--- src/rtl/muldiv_sequencer_pkg.sv ---
// rtl/muldiv_sequencer_pkg.sv - shared codes, state encoding and helpers for the iterative mul/div unit
package muldiv_sequencer_pkg;

    localparam logic [5:0] FUNC_MUL  = 6'b011000;
    localparam logic [5:0] FUNC_MULU = 6'b011001;
    localparam logic [5:0] FUNC_DIV  = 6'b011010;
    localparam logic [5:0] FUNC_DIVU = 6'b011011;
    localparam logic [4:0] SA_LO     = 5'b00010;

    typedef enum logic [1:0] {
        ST_IDLE = 2'd0,
        ST_RUN  = 2'd1,
        ST_FIX  = 2'd2,
        ST_DONE = 2'd3
    } state_e;

    // The four supported codes share the upper four bits 0110.
    function automatic logic is_muldiv(input logic [5:0] f);
        return f[5:2] == FUNC_MUL[5:2];
    endfunction

endpackage

--- src/rtl/muldiv_sequencer_if.sv ---
// rtl/muldiv_sequencer_if.sv - request/response bundle between CPU control and the mul/div unit
interface muldiv_sequencer_if #(
    parameter int WIDTH = 32
);
    logic             start;
    logic [5:0]       func;
    logic [4:0]       sa;
    logic [WIDTH-1:0] op_a;
    logic [WIDTH-1:0] op_b;
    logic             flush;
    logic             busy;
    logic             done;
    logic [WIDTH-1:0] result;
    logic             div_by_zero;

    modport master (
        output start, func, sa, op_a, op_b, flush,
        input  busy, done, result, div_by_zero
    );

    modport slave (
        input  start, func, sa, op_a, op_b, flush,
        output busy, done, result, div_by_zero
    );
endinterface

--- src/rtl/muldiv_iter.sv ---
// rtl/muldiv_iter.sv - one combinational shift-add (multiply) or restoring shift-subtract (divide) step
module muldiv_iter #(
    parameter int WIDTH = 32
) (
    input  logic               div_mode_i,
    input  logic [2*WIDTH-1:0] acc_i,
    input  logic [WIDTH-1:0]   operand_i,
    output logic [2*WIDTH-1:0] acc_o,
    output logic               qbit_o
);
    logic [WIDTH:0]   sum;
    logic [WIDTH:0]   trial;
    logic [WIDTH-1:0] diff;

    // Multiply: acc = {partial product, remaining multiplier}, shifted right each step.
    // Divide:   acc = {partial remainder, remaining dividend}, shifted left; the
    //           quotient bit is returned separately and merged into bit 0 by the caller.
    always_comb begin
        sum    = {1'b0, acc_i[2*WIDTH-1:WIDTH]} + (acc_i[0] ? {1'b0, operand_i} : '0);
        trial  = acc_i[2*WIDTH-1:WIDTH-1];
        diff   = trial[WIDTH-1:0] - operand_i;
        qbit_o = 1'b0;
        acc_o  = {sum, acc_i[WIDTH-1:1]};
        if (div_mode_i) begin
            qbit_o = (trial >= {1'b0, operand_i});
            acc_o  = {(qbit_o ? diff : trial[WIDTH-1:0]), acc_i[WIDTH-2:0], 1'b0};
        end
    end
endmodule

--- src/rtl/muldiv_sequencer.sv ---
// rtl/muldiv_sequencer.sv - multi-cycle mul/muh/div/mod sequencer with fixed 34-cycle latency
module muldiv_sequencer
    import muldiv_sequencer_pkg::*;
#(
    parameter int WIDTH = 32,
    parameter int STEPS = 32
) (
    input  logic                clk,
    input  logic                rst,
    muldiv_sequencer_if.slave   bus
);
    localparam int CW = $clog2(STEPS + 1);

    state_e               state_q, state_d;
    logic [CW-1:0]        cnt_q, cnt_d;
    logic [2*WIDTH-1:0]   acc_q, acc_d;
    logic [WIDTH-1:0]     opa_q, opa_d;
    logic [WIDTH-1:0]     opb_q, opb_d;
    logic                 is_div_q, is_div_d;
    logic                 is_signed_q, is_signed_d;
    logic                 neg_a_q, neg_a_d;
    logic                 neg_b_q, neg_b_d;
    logic                 sa_lo_q, sa_lo_d;
    logic [WIDTH-1:0]     result_q, result_d;
    logic                 dz_q, dz_d;

    logic [2*WIDTH-1:0]   acc_step;
    logic                 qbit;
    logic [2*WIDTH-1:0]   prod;
    logic [WIDTH-1:0]     quo;
    logic [WIDTH-1:0]     rem;
    logic [WIDTH-1:0]     a_abs;
    logic                 dz;
    logic                 sgn_start;

    muldiv_iter #(.WIDTH(WIDTH)) u_iter (
        .div_mode_i (is_div_q),
        .acc_i      (acc_q),
        .operand_i  (opb_q),
        .acc_o      (acc_step),
        .qbit_o     (qbit)
    );

    always_ff @(posedge clk or posedge rst) begin
        if (rst) begin
            state_q     <= ST_IDLE;
            cnt_q       <= '0;
            acc_q       <= '0;
            opa_q       <= '0;
            opb_q       <= '0;
            is_div_q    <= 1'b0;
            is_signed_q <= 1'b0;
            neg_a_q     <= 1'b0;
            neg_b_q     <= 1'b0;
            sa_lo_q     <= 1'b0;
            result_q    <= '0;
            dz_q        <= 1'b0;
        end else begin
            state_q     <= state_d;
            cnt_q       <= cnt_d;
            acc_q       <= acc_d;
            opa_q       <= opa_d;
            opb_q       <= opb_d;
            is_div_q    <= is_div_d;
            is_signed_q <= is_signed_d;
            neg_a_q     <= neg_a_d;
            neg_b_q     <= neg_b_d;
            sa_lo_q     <= sa_lo_d;
            result_q    <= result_d;
            dz_q        <= dz_d;
        end
    end

    always_comb begin
        state_d     = state_q;
        cnt_d       = cnt_q;
        acc_d       = acc_q;
        opa_d       = opa_q;
        opb_d       = opb_q;
        is_div_d    = is_div_q;
        is_signed_d = is_signed_q;
        neg_a_d     = neg_a_q;
        neg_b_d     = neg_b_q;
        sa_lo_d     = sa_lo_q;
        result_d    = result_q;
        dz_d        = dz_q;
        sgn_start   = ~bus.func[0];
        a_abs       = (sgn_start && bus.op_a[WIDTH-1]) ? (~bus.op_a + 1'b1) : bus.op_a;
        prod        = (is_signed_q && (neg_a_q ^ neg_b_q)) ? (~acc_q + 1'b1) : acc_q;
        quo         = (is_signed_q && (neg_a_q ^ neg_b_q)) ? (~acc_q[WIDTH-1:0] + 1'b1)
                                                           : acc_q[WIDTH-1:0];
        rem         = (is_signed_q && neg_a_q) ? (~acc_q[2*WIDTH-1:WIDTH] + 1'b1)
                                               : acc_q[2*WIDTH-1:WIDTH];
        dz          = is_div_q && (opb_q == '0);
        if (dz) begin
            quo = '1;
            rem = opa_q;
        end

        unique case (state_q)
            ST_IDLE: begin
                if (bus.start && is_muldiv(bus.func)) begin
                    is_div_d    = bus.func[1];
                    is_signed_d = sgn_start;
                    sa_lo_d     = (bus.sa == SA_LO);
                    neg_a_d     = sgn_start && bus.op_a[WIDTH-1];
                    neg_b_d     = sgn_start && bus.op_b[WIDTH-1];
                    opa_d       = bus.op_a;
                    opb_d       = (sgn_start && bus.op_b[WIDTH-1]) ? (~bus.op_b + 1'b1) : bus.op_b;
                    acc_d       = {{WIDTH{1'b0}}, a_abs};
                    cnt_d       = '0;
                    state_d     = ST_RUN;
                end
            end
            // One settle cycle after the last step keeps the latency at 34 edges.
            ST_RUN: begin
                if (bus.flush) begin
                    state_d = ST_IDLE;
                end else if (cnt_q == CW'(STEPS)) begin
                    state_d = ST_FIX;
                end else begin
                    acc_d = acc_step | {{(2*WIDTH-1){1'b0}}, qbit};
                    cnt_d = cnt_q + 1'b1;
                end
            end
            ST_FIX: begin
                if (bus.flush) begin
                    state_d = ST_IDLE;
                end else begin
                    if (is_div_q) result_d = sa_lo_q ? quo : rem;
                    else          result_d = sa_lo_q ? prod[WIDTH-1:0] : prod[2*WIDTH-1:WIDTH];
                    dz_d    = dz;
                    state_d = ST_DONE;
                end
            end
            default: begin
                state_d = ST_IDLE;
            end
        endcase
    end

    assign bus.busy        = (state_q != ST_IDLE);
    assign bus.done        = (state_q == ST_DONE);
    assign bus.result      = result_q;
    assign bus.div_by_zero = dz_q && (state_q == ST_DONE);
endmodule

--- src/flat_wrapper.sv ---
// flat-port wrapper written by rule: the top's interface ports become plain ports
module muldiv_sequencer_flat import muldiv_sequencer_pkg::*;
#(
    parameter int WIDTH = 32,
    parameter int STEPS = 32
)
  (clk, rst, bus_start, bus_func, bus_sa, bus_op_a, bus_op_b, bus_flush, bus_busy, bus_done, bus_result, bus_div_by_zero);
  muldiv_sequencer_if #(.WIDTH(WIDTH)) bus_i ();
  input  logic clk;
  input  logic rst;
  input wire logic [$bits(bus_i.start)-1:0] bus_start;
  input wire logic [$bits(bus_i.func)-1:0] bus_func;
  input wire logic [$bits(bus_i.sa)-1:0] bus_sa;
  input wire logic [$bits(bus_i.op_a)-1:0] bus_op_a;
  input wire logic [$bits(bus_i.op_b)-1:0] bus_op_b;
  input wire logic [$bits(bus_i.flush)-1:0] bus_flush;
  output wire logic [$bits(bus_i.busy)-1:0] bus_busy;
  output wire logic [$bits(bus_i.done)-1:0] bus_done;
  output wire logic [$bits(bus_i.result)-1:0] bus_result;
  output wire logic [$bits(bus_i.div_by_zero)-1:0] bus_div_by_zero;
  assign bus_i.start = bus_start;
  assign bus_i.func = bus_func;
  assign bus_i.sa = bus_sa;
  assign bus_i.op_a = bus_op_a;
  assign bus_i.op_b = bus_op_b;
  assign bus_i.flush = bus_flush;
  assign bus_busy = bus_i.busy;
  assign bus_done = bus_i.done;
  assign bus_result = bus_i.result;
  assign bus_div_by_zero = bus_i.div_by_zero;
  muldiv_sequencer #(.WIDTH(WIDTH), .STEPS(STEPS)) u_core (.clk(clk), .rst(rst), .bus(bus_i));
endmodule
--- config.mk ---
export PLATFORM = sky130hd
export DESIGN_NAME = muldiv_sequencer_flat
export DESIGN_NICKNAME = d
export VERILOG_FILES = /design/src/rtl/muldiv_sequencer_pkg.sv /design/src/rtl/muldiv_sequencer_if.sv /design/src/rtl/muldiv_iter.sv /design/src/rtl/muldiv_sequencer.sv /design/src/flat_wrapper.sv
export SDC_FILE = /design/constraint.sdc
export NUM_CORES = 1
export LEC_CHECK = 0
export ABC_CLOCK_PERIOD_IN_PS = 6350
export CAP_MARGIN = 0
export CORE_MARGIN = 3
export CORE_UTILIZATION = 30
export CTS_BUF_LIST = sky130_fd_sc_hd__clkbuf_2
export DETAILED_ROUTE_END_ITERATION = 6
export PLACE_DENSITY = 0.53
export SLEW_MARGIN = 10
export SYNTH_ARGS = -nofsm -noshare
export SYNTH_HDL_FRONTEND = slang
export SYNTH_SLANG_ARGS = --single-unit
export TNS_END_PERCENT = 20
--- constraint.sdc ---
create_clock -name clk -period 6.35 [get_ports clk]
set_input_delay 0.9525 -clock clk [delete_from_list [all_inputs] [get_ports clk]]
set_output_delay 0.9525 -clock clk [all_outputs]
set_load 0.01 [all_outputs]
==> results of run 1 <==
==> state kept, by name, indices dropped and copies added (netlist names) <==
name                flops
u_core.opb_q           32
u_core.dz_q             1
u_core.neg_b_q          1
u_core.state_q          2
u_core.is_div_q         1
u_core.acc_q           64
u_core.sa_lo_q          1
u_core.is_signed_q      1
u_core.cnt_q            6
u_core.neg_a_q          1
u_core.bus.result      32
u_core.opa_q           32
==> cell usage after synthesis (8+ instances only) <==
cell / count
nand2_1: 325
o21ai_0: 223
dfrtp_1: 174
nor2_1: 164
a21oi_1: 156
clkbuf_1: 121
xnor2_1: 87
ha_1: 70
inv_1: 70
xor2_1: 68
nand3_1: 54
nor3_1: 49
mux2i_1: 44
a31oi_1: 29
a21o_1: 27
nor4_1: 27
o31ai_1: 27
o22ai_1: 22
a211oi_1: 21
o211ai_1: 19
nand2b_1: 18
and2_1: 17
nor2b_1: 17
or3_1: 17
nand4_1: 16
and3_1: 11
o21bai_1: 11
o221ai_1: 11
or4_1: 11
nor3b_1: 9
o41ai_1: 9
o21a_1: 8
==> area by class of cell <==
class	count	area, um^2
diodes	1	2.50
clock buffers	17	85.1
clock inverters	15	148
fillers	5404	33100
inverters	70	268
multi-input cells	1681	10300
flip-flops and latches	174	4360
well taps	672	841
repair buffers	139	1340
==> stage by stage <==
step                instance area, um^2  std cells  setup slack (ns)
floorplan                         15400       2058             0.681
global placement                  17100       2736              1.69
detailed placement                17100       2736              1.60
global route                      17300       2769              1.17
finish                            17300       2769              1.55
CTS                               17300       2768              1.56
==> cell families after synthesis <==
kind of cell	after synthesis
xor+xnor	155
flops	174
mux	45
buf+inv	203
compound gates	645
simple gates	764
fa+ha+maj	72
==> routing by layer <==
| metal | share of wire | up-vias | wire (um) |
|---|---|---|---|
| li1 | - | 7450 | - |
| met1 | 0.45 | 7621 | 26500 |
| met2 | 0.45 | 572 | 26700 |
| met3 | 0.067 | 86 | 3970 |
| met4 | 0.028 | 0 | 1650 |
| met5 | 0 | - | 0 |
==> where the power goes <==
group          leakage, nW  switching [W]  internal, W
sequential            2.20       0.000606      0.00138
combinational         4.98        0.00277      0.00176
clock                0.148       0.000480     0.000159
==> worst register-to-register path, stage by stage, from the launching register on <==
cell and delay, ns:
dfrtp_1 0.70, ha_1 0.39, a21o_1 0.19, a211oi_1 0.32, inv_1 0.10, o2111ai_1 0.41
a21boi_0 0.25, o211ai_2 0.76, nand2_1 0.87, o31a_1 0.52, a32o_1 0.24
==> how the worst max path moves through the flow <==
stage,from,to,slack (ns),cells after the start
final,u_core.acc_q[37]$_DFFE_PP0P_,u_core.acc_q[59]$_DFFE_PP0P_,1.55,10
after global routing,u_core.acc_q[37]$_DFFE_PP0P_,u_core.acc_q[59]$_DFFE_PP0P_,1.17,10
after CTS,u_core.acc_q[37]$_DFFE_PP0P_,u_core.acc_q[59]$_DFFE_PP0P_,1.56,10
after detailed placement,u_core.acc_q[37]$_DFFE_PP0P_,u_core.acc_q[59]$_DFFE_PP0P_,1.60,10
after global placement,u_core.acc_q[37]$_DFFE_PP0P_,u_core.acc_q[59]$_DFFE_PP0P_,1.69,10
after floorplan,rst,u_core.acc_q[0]$_DFFE_PP0P_,0.68,1
==> placed cells by master (no fill, tap or decap), types with 29 or more instances in the layout <==
cell type | Yosys | routed
a21oi_1 | 156 | 156
a31oi_1 | 29 | 29
clkdlybuf4s50_1 | 0 | 113
dfrtp_1 | 174 | 173
ha_1 | 70 | 70
inv_1 | 70 | 69
mux2i_1 | 44 | 44
nand2_1 | 325 | 325
nand3_1 | 54 | 54
nor2_1 | 164 | 161
nor3_1 | 49 | 48
o21ai_0 | 223 | 223
xnor2_1 | 87 | 87
xor2_1 | 68 | 68
==> load_flow_metrics.sql, run 1 <==
INSERT INTO impl_metrics (metric_group, metric, value, unit) VALUES
('worst_setup_path', 'end_kind', 'flop', ''),
('logic_synthesis', 'synthesized_flop_and_latch_total', '174', ''),
('logic_synthesis', 'synth_top_cell_by_area', 'dfrtp_1', ''),
('clocking', 'clkSlewWorstSetupHoldPaths', '0.28', 'ns'),
('worst_setup_path', 'critPathMaxFanout', '18', ''),
('floorplanning', 'floorplan.die.width', '232', 'um'),
('logic_synthesis', 'synth_area', '15400', 'um^2'),
('sta', 'slew-limit-headroom', '0.256', ''),
('floorplanning', 'die_height', '232', 'um'),
('logic_synthesis', 'post_synthesis_cells', '2058', ''),
('clocking', 'cts_tree', 'built', ''),
('outcome', 'run_status', 'complete, no violations', ''),
('sta', 'final.setup.tns', '0', 'ns'),
('floorplanning', 'dieArea', '53900', 'um^2'),
('sta', 'timing_max_transition_violations_final', '0', ''),
('pwr', 'power.density', '414', 'nW/um^2'),
('min_path', 'worst_hold_path.endpoint', 'u_core.bus.result[13]$_DFFE_PP0P_', ''),
('clocking', 'cts_made_buffers', '17', ''),
('floorplanning', 'boundaryPins', '114', ''),
('floorplanning', 'placeable_core_region', '50400', 'um^2'),
('worst_setup_path', 'cpMaxStageDelayCell', 'nand2_1', ''),
('placed_design', 'final_weighted_congestion_in_routability_driven_placement', '0.941', ''),
('worst_setup_path', 'required', '7.20', 'ns'),
('global_route', 'grt_util_met2', '0.346', ''),
('layout', 'post_route_cells_drive_above_1_share', '0.0410', ''),
('worst_setup_path', 'timing.reg2reg.worst_path_depth', '10', ''),
('logic_synthesis', 'synth_top_flop_cell', 'dfrtp_1', ''),
('logic_synthesis', 'number_of_synthesized_flops_with_an_enable_pin', '0', ''),
('pwr', 'peakVddDrop', '0.000161', 'V'),
('worst_setup_path', 'timing.critical_path.slowest_cell_delay', '0.86', 'ns'),
('min_path', 'hold_depth', '2', ''),
('layout', 'area_growth_syn_to_layout', '12.7', '%'),
('logic_synthesis', 'post_synth_xor_area_fraction', '0.0884', ''),
('clocking', 'cts_hold_buffers', '0', ''),
('pwr', 'p_leak', '7.32', 'nW'),
('worst_setup_path', 'timing.reg2reg.setup_slack', '1.55', 'ns'),
('sta', 'tightest_slew', '1.11', 'ns'),
('sta', 'setup_viol', '0', ''),
('placed_design', 'port_buffers', '113', ''),
('logic_synthesis', 'fraction_of_the_yosys_area_taken_by_sequential_cells', '0.284', ''),
('global_route', 'overflow', '0', ''),
('worst_setup_path', 'timing.critical_path.arrival', '5.65', 'ns'),
('drt', 'mean_number_of_vias_per_cell', '5.68', ''),
('global_route', 'initial_antenna_violation_count', '1', ''),
('global_route', 'grt_use_met3', '0.0367', ''),
('worst_setup_path', 'reg2reg_to', 'u_core.acc_q[59]$_DFFE_PP0P_', ''),
('min_path', 'critical_hold_path_startpoint', 'u_core.bus.result[13]$_DFFE_PP0P_', ''),
('clocking', 'post_cts.resized_instances', '0', ''),
('logic_synthesis', 'synth_compound_area_frac', '0.259', ''),
('clocking', 'worst_skew_pair.late_latency', '0.97', 'ns'),
('worst_setup_path', 'critPathLaunchType', 'flop', ''),
('drt', 'route.detailed.drc', '0', ''),
('clocking', 'cts_root_buf', 'clkbuf_2', ''),
('pwr', 'finalPower', '0.00715', 'W'),
('layout', 'final_core_util', '0.343', ''),
('global_route', 'grtUsageMet1', '0.299', ''),
('floorplanning', 'initial_core_util', '0.305', ''),
('floorplanning', 'rows', '82', ''),
('worst_setup_path', 'crit_buf_inv', '1', ''),
('drt', 'drt.antenna.violating_nets', '0', ''),
('flow_run', 'max-cap-violations', '0', ''),
('logic_synthesis', 'synth_cell_types', '77', ''),
('min_path', 'tightest_hold_check_type', 'reg -> reg', ''),
('global_route', 'grt_util_all_layers', '0.217', ''),
('global_route', 'grt_pass1_wl', '91100', 'um'),
('clocking', 'clock_sinks', '174', ''),
('drt', 'drt-initial-drc-count', '1337', ''),
('logic_synthesis', 'synth.avg_cell_area', '7.46', 'um^2'),
('logic_synthesis', 'synth.net_count', '2209', ''),
('logic_synthesis', 'asyncSetResetFlopFracSynth', '1.00', ''),
('logic_synthesis', 'ys_warn_count', '0', '');
No activity file was read; power rests on OpenSTA's default activity.
==> inputs of run 2 (changes only) <==
Settings changed: ABC_CLOCK_PERIOD_IN_PS 6350 to 4200, PLACE_DENSITY 0.53 to 0.55.
Clock period 6.35 ns to 4.2 ns, I/O delays scaled along.
==> run 2 against run 1 <==
Critical path depth is 2 higher. Hold slack got worse by 0.40 ns. Final area increased by 2.3%. Non-clock buffer count is 49 higher. Wire length is 1.3% higher. Clock skew fell by 0.033 ns.
==> load_flow_metrics.sql, run 2 (synthesized netlist as in run 1, its figures left out) <==
INSERT INTO impl_metrics (metric_group, metric, value, unit) VALUES
('layout', 'flip_flop_count_of_the_largest_register_all_copies_and_words_added', '64', ''),
('layout', 'seqCellArea', '4360', 'um^2'),
('clocking', 'cts_root_buf', 'clkbuf_2', ''),
('global_route', 'initial_antenna_violation_count', '2', ''),
('layout', 'multi_input_combinational_cell_area', '10300', 'um^2'),
('worst_setup_path', 'timing.reg2reg.setup_slack', '0.29', 'ns'),
('global_route', 'first_global_vias', '15400', ''),
('global_route', 'overflow', '0', ''),
('global_route', 'grt_util_all_layers', '0.220', ''),
('global_route', 'grt_pass1_wl', '92200', 'um'),
('drt', 'wl_per_cell', '21.1', 'um'),
('worst_setup_path', 'end_kind', 'flop', ''),
('clocking', 'cts_tree', 'built', ''),
('floorplanning', 'die_height', '232', 'um'),
('layout', 'regMostFlops', 'u_core.acc_q', ''),
('floorplanning', 'floorplan.die.width', '232', 'um'),
('drt', 'mean_number_of_vias_per_cell', '5.65', ''),
('flow_run', 'max-cap-violations', '0', ''),
('drt', 'detail_route.first_pass.iterations', '6', ''),
('layout', 'final_nets', '2283', ''),
('sta', 'final.setup.tns', '0', 'ns'),
('pwr', 'power.density', '629', 'nW/um^2'),
('drt', 'route.detailed.drc', '0', ''),
('floorplanning', 'boundaryPins', '114', ''),
('layout', 'final_common_cell', 'nand2_1', ''),
('sta', 'slew-limit-headroom', '0.439', ''),
('clocking', 'worst_skew_pair.late_latency', '0.96', 'ns'),
('pwr', 'p_leak', '7.56', 'nW'),
('worst_setup_path', 'setup.worst_path.class', 'reg -> reg', ''),
('worst_setup_path', 'timing.reg2reg.worst_path_depth', '12', ''),
('clocking', 'number_of_buffers_on_the_longest_clock_path', '2', ''),
('clocking', 'cts_setup_buffers', '0', ''),
('clocking', 'cts_hold_buffers', '0', ''),
('worst_setup_path', 'reg2reg_to', 'u_core.acc_q[63]$_DFFE_PP0P_', ''),
('clocking', 'cts_made_buffers', '17', ''),
('floorplanning', 'rows', '82', ''),
('floorplanning', 'dieArea', '53900', 'um^2'),
('layout', 'mostFrequentLayoutCells', 'nand2_1 (325), o21ai_0 (223), dfrtp_1 (173)', ''),
('clocking', 'clock_sinks', '174', ''),
('clocking', 'clkSlewWorstSetupHoldPaths', '0.26', 'ns'),
('pwr', 'peakVddDrop', '0.000242', 'V'),
('min_path', 'tightest_hold_check_type', 'in -> async', ''),
('sta', 'rsz0062_at_grt', 'false', ''),
('drt', 'num_vias', '15900', ''),
('placed_design', 'place.detailed.hpwl', '45100', 'um'),
('worst_setup_path', 'required', '5.06', 'ns'),
('outcome', 'run_status', 'complete, no violations', ''),
('worst_setup_path', 'timing.critical_path.arrival', '4.77', 'ns'),
('layout', 'post_route_cells_drive_above_1_share', '0.0630', ''),
('sta', 'setup_viol', '0', ''),
('sta', 'period_minus_slack', '3.91', 'ns'),
('global_route', 'grt_start_max_net_pins', '63', ''),
('placed_design', 'final_weighted_congestion_in_routability_driven_placement', '0.928', ''),
('floorplanning', 'placeable_core_region', '50400', 'um^2'),
('sta', 'holdWs', '0.120', 'ns'),
('sta', 'hold_viol_final', '0', ''),
('sta', 'timing_max_transition_violations_final', '0', ''),
('placed_design', 'port_buffers', '113', ''),
('clocking', 'post_cts.resized_instances', '0', ''),
('layout', 'area_growth_syn_to_layout', '15.3', '%'),
('worst_setup_path', 'critPathMaxFanout', '9', ''),
('drt', 'drt.antenna.violating_nets', '0', ''),
('sta', 'skew', '0.0451', 'ns'),
('drt', 'drt-initial-drc-count', '1483', ''),
('sta', 'tightest_slew', '0.820', 'ns'),
('drt', 'totalWireLength', '59600', 'um'),
('worst_setup_path', 'regToRegStartpoint', 'u_core.acc_q[32]$_DFFE_PP0P_', ''),
('sta', 'min_period_over_period', '0.930', ''),
('layout', 'fillers', '5286', ''),
('sta', 'fmaxAchievable', '256', 'MHz'),
('floorplanning', 'initial_core_util', '0.305', ''),
('worst_setup_path', 'critPathLaunchType', 'flop', ''),
('clocking', 'h_tree_level_count', '4', '');
run 2: changes by cell type in the layout (fill, tap and decap cells not counted), moves of 2 or more:
cell        before  now
clkinvlp_4       0    3
diode_2          1    3
clkinv_4         2    0
clkbuf_2        17   19
bufinv_16        1    3
inv_6            7    5
inv_8            3    0
buf_4           25   73
run 2: how the worst max path moves through the flow:
stage	from	cells after the start	slack (ns)	to
2_1_floorplan	u_core.acc_q[0]$_DFFE_PP0P_	13	0.88	u_core.acc_q[61]$_DFFE_PP0P_
6_report	u_core.acc_q[32]$_DFFE_PP0P_	12	0.29	u_core.acc_q[63]$_DFFE_PP0P_
3_5_place_dp	u_core.acc_q[32]$_DFFE_PP0P_	12	0.46	u_core.acc_q[63]$_DFFE_PP0P_
5_1_grt	u_core.acc_q[32]$_DFFE_PP0P_	12	0.02	u_core.acc_q[63]$_DFFE_PP0P_
4_1_cts	u_core.acc_q[32]$_DFFE_PP0P_	12	0.36	u_core.acc_q[63]$_DFFE_PP0P_
3_3_place_gp	bus_op_a[9]	10	0.48	u_core.acc_q[30]$_DFFE_PP0P_
run 2: per-layer routing:
| layer | share of wire | vias to the layer above | global-route usage |
|---|---|---|---|
| li1 | - | 7547 | - |
| met5 | 0 | - | 0 |
| met1 | 0.45 | 7686 | 0.305 |
| met3 | 0.066 | 81 | 0.0318 |
| met4 | 0.030 | 0 | 0.0709 |
| met2 | 0.45 | 617 | 0.351 |
run 2: stage by stage:
stage	worst slack, ns	utilization	total power, W	cells	instance area, um^2
finish	0.292	0.351	0.0111	2819	17700
global route	0.0207	0.351	0.0120	2818	17700
CTS	0.358	0.351	0.0110	2816	17700
detailed placement	0.460	0.346	0.00996	2785	17400
global placement	0.477	0.346	0.00992	2785	17400
floorplan	0.885	-	0.00761	2058	15400
run 2: layout make-up:
type | count | share of cell area
inverters | 70 | 0.0151
clock inverters | 12 | 0.00891
clock buffers | 19 | 0.00537
multi-input cells | 1681 | 0.579
well taps | 672 | 0.0475
flip-flops and latches | 174 | 0.246
diodes | 3 | 0.000424
repair buffers | 188 | 0.0971
run 2: critical path, cell delays in order, from the launching register on:
cell	delay [ns]
dfrtp_1	0.67
ha_1	0.26
inv_1	0.06
fa_1	0.38
nand2b_1	0.20
a21oi_1	0.22
o21bai_1	0.15
o21ai_0	0.36
a221oi_1	0.23
o311ai_0	0.59
nand2_1	0.18
o31a_1	0.33
o31ai_1	0.19
run 2: where the power goes:
| group | total (W) | internal, W | switching, W |
|---|---|---|---|
| clock | 0.00103 | 0.000342 | 0.000685 |
| sequential | 0.00278 | 0.00209 | 0.000690 |
| combinational | 0.00734 | 0.00286 | 0.00449 |
| total | 0.0111 | 0.00528 | 0.00586 |
==> inputs of run 3 (changes only) <==
Settings changed: ABC_CLOCK_PERIOD_IN_PS 4200 to 4300, CORE_MARGIN 3 to 5, CORE_UTILIZATION 30 to 55, PLACE_DENSITY 0.55 to 0.83.
Clock period 4.2 ns to 4.3 ns, I/O delays scaled along.
==> run 3 against run 2 <==
Critical path depth up 1. Clock skew up 0.020 ns. Highest routed layer is now met5. Global-route usage up 11 points. Wire length down 9.8%. Sequential share of layout area up 0.78 points. Fmax down 1.3%. Clock power down 9%. Power down 4.5%.
==> load_flow_metrics.sql, run 3 (synthesized netlist as in run 1, its figures left out) <==
INSERT INTO impl_metrics (metric_group, metric, value, unit) VALUES
('floorplanning', 'dieArea', '31400', 'um^2'),
('pwr', 'finalPower', '0.0106', 'W'),
('sta', 'rsz0062_at_grt', 'false', ''),
('global_route', 'grt_start_max_net_pins', '66', ''),
('clocking', 'cts_tree', 'built', ''),
('layout', 'post_route_cells_drive_above_1_share', '0.0524', ''),
('clocking', 'cts_setup_buffers', '0', ''),
('sta', 'final.setup.tns', '0', 'ns'),
('clocking', 'worst_skew_pair.late_latency', '0.84', 'ns'),
('layout', 'flip_flop_count_of_the_largest_register_all_copies_and_words_added', '64', ''),
('worst_setup_path', 'setup.worst_path.class', 'reg -> reg', ''),
('sta', 'timing_max_transition_violations_final', '0', ''),
('min_path', 'tightest_hold_check_type', 'in -> async', ''),
('worst_setup_path', 'timing.critical_path.slowest_cell_delay', '0.56', 'ns'),
('layout', 'regMostFlops', 'u_core.acc_q', ''),
('worst_setup_path', 'end_kind', 'flop', ''),
('layout', 'final_nets', '2258', ''),
('pwr', 'power.density', '620', 'nW/um^2'),
('drt', 'route.detailed.drc', '0', ''),
('placed_design', 'port_buffers', '113', ''),
('worst_setup_path', 'path_cells', 'inv_1, nor2_1, ha_1, o21a_1, o2111ai_1, o21bai_1, o21ai_0, a221oi_1, buf_4, o311ai_0, nand2_1, o31a_1, o31ai_1', ''),
('clocking', 'post_cts.resized_instances', '0', ''),
('floorplanning', 'boundaryPins', '114', ''),
('global_route', 'first_global_vias', '15400', ''),
('clocking', 'h_tree_level_count', '4', ''),
('sta', 'holdWs', '0.305', 'ns'),
('clocking', 'cts_root_buf', 'clkbuf_2', ''),
('floorplanning', 'floorplan.die.width', '177', 'um'),
('global_route', 'grt_pass1_wl', '83300', 'um'),
('drt', 'drt-initial-drc-count', '2138', ''),
('layout', 'final_common_cell', 'nand2_1', ''),
('floorplanning', 'initial_core_util', '0.554', ''),
('sta', 'setup_viol', '0', ''),
('global_route', 'overflow', '0', ''),
('floorplanning', 'die_height', '177', 'um'),
('worst_setup_path', 'cpMaxStageDelayCell', 'o311ai_0', ''),
('outcome', 'run_status', 'complete, no violations', ''),
('pwr', 'p_leak', '7.45', 'nW'),
('drt', 'totalWireLength', '53800', 'um'),
('floorplanning', 'rows', '61', ''),
('drt', 'num_vias', '16500', ''),
('sta', 'slew-limit-headroom', '0.312', ''),
('worst_setup_path', 'critPathLaunchType', 'flop', ''),
('clocking', 'cts_hold_buffers', '0', ''),
('drt', 'wl_per_cell', '21.5', 'um'),
('clocking', 'number_of_buffers_on_the_longest_clock_path', '2', ''),
('drt', 'detail_route.first_pass.iterations', '7', ''),
('global_route', 'initial_antenna_violation_count', '2', ''),
('layout', 'mostFrequentLayoutCells', 'nand2_1 (325), o21ai_0 (223), dfrtp_1 (173)', ''),
('pwr', 'peakVddDrop', '0.000304', 'V'),
('flow_run', 'max-cap-violations', '0', ''),
('sta', 'period_minus_slack', '3.96', 'ns'),
('sta', 'hold_viol_final', '0', ''),
('sta', 'min_period_over_period', '0.920', ''),
('worst_setup_path', 'required', '5.03', 'ns'),
('layout', 'fillers', '2510', ''),
('layout', 'area_growth_syn_to_layout', '11.8', '%'),
('worst_setup_path', 'critPathMaxFanout', '18', ''),
('clocking', 'clock_sinks', '174', ''),
('placed_design', 'place.detailed.hpwl', '40300', 'um'),
('sta', 'tightest_slew', '1.03', 'ns'),
('sta', 'skew', '0.0653', 'ns'),
('global_route', 'grt_util_all_layers', '0.333', ''),
('clocking', 'cts_made_buffers', '17', ''),
('layout', 'final_core_util', '0.619', ''),
('worst_setup_path', 'timing.critical_path.arrival', '4.69', 'ns'),
('drt', 'drt.antenna.violating_nets', '0', ''),
('drt', 'mean_number_of_vias_per_cell', '6.61', ''),
('floorplanning', 'placeable_core_region', '27700', 'um^2'),
('placed_design', 'final_weighted_congestion_in_routability_driven_placement', '1.05', ''),
('sta', 'fmaxAchievable', '253', 'MHz'),
('clocking', 'clkSlewWorstSetupHoldPaths', '0.32', 'ns');
-- run 3: cell type report --
| class | instances | area (um^2) | share of cell area |
|---|---|---|---|
| Multi-Input combinational cell | 1681 | 10300 | 0.598 |
| Sequential cell | 174 | 4360 | 0.254 |
| Timing Repair Buffer | 163 | 1540 | 0.0900 |
| Tap cell | 378 | 473 | 0.0276 |
| Inverter | 70 | 267 | 0.0155 |
| Clock inverter | 15 | 173 | 0.0101 |
| Clock buffer | 17 | 85.1 | 0.00496 |
| Antenna cell | 1 | 2.50 | 0.000146 |
-- run 3: path summary, 6_finish.rpt --
kind,from,end,slack [ns],cells past startpoint
worst max-delay path,u_core.acc_q[0]$_DFFE_PP0P_,u_core.acc_q[63]$_DFFE_PP0P_,0.34,13
worst min-delay path,rst,u_core.opb_q[6]$_DFFE_PP0P_,0.30,2
max in group asynchronous,rst,u_core.bus.result[12]$_DFFE_PP0P_,3.05,3
worst min register to register,u_core.bus.result[1]$_DFFE_PP0P_,u_core.bus.result[1]$_DFFE_PP0P_,0.52,2
min in group clk,bus_func[1],u_core.is_div_q$_DFFE_PP0P_,0.36,3
worst max register to register,u_core.acc_q[0]$_DFFE_PP0P_,u_core.acc_q[63]$_DFFE_PP0P_,0.34,13
-- run 3: critical path: cells and delay by family, from the launching register on --
family / cells / cell delay, ns
buffers and inverters: 2 / 0.65
AO/OA/AOI/OAI: 8 / 2.01
AND/OR/NAND/NOR: 2 / 0.29
flip-flops: 1 / 0.52
adder cells (fa/ha/maj): 1 / 0.41
-- run 3: report_power, final --
group,internal [W],switching (W),leakage (nW),total (W)
Sequential,0.00204,0.000800,2.20,0.00284
Clock,0.000201,0.000740,0.154,0.000941
Combinational,0.00269,0.00418,5.10,0.00686
-- run 3: per-layer routing --
| metal | GRT usage | part of all wire | vias up | wire (um) |
|---|---|---|---|---|
| met4 | 0.134 | 0.040 | 2 | 2170 |
| met3 | 0.0634 | 0.11 | 169 | 5760 |
| met2 | 0.511 | 0.44 | 1046 | 23800 |
| met1 | 0.465 | 0.41 | 7813 | 22100 |
| li1 | - | - | 7486 | - |
| met5 | 0 | 0.00015 | - | 8 |
-- run 3: stage by stage --
step	cell area, um^2	setup slack (ns)	cells
after floorplan	15400	0.985	2058
after global placement	16900	0.581	2466
after detailed placement	16900	0.444	2466
after CTS	17200	0.431	2498
after global routing	17200	0.111	2499
final	17200	0.343	2499
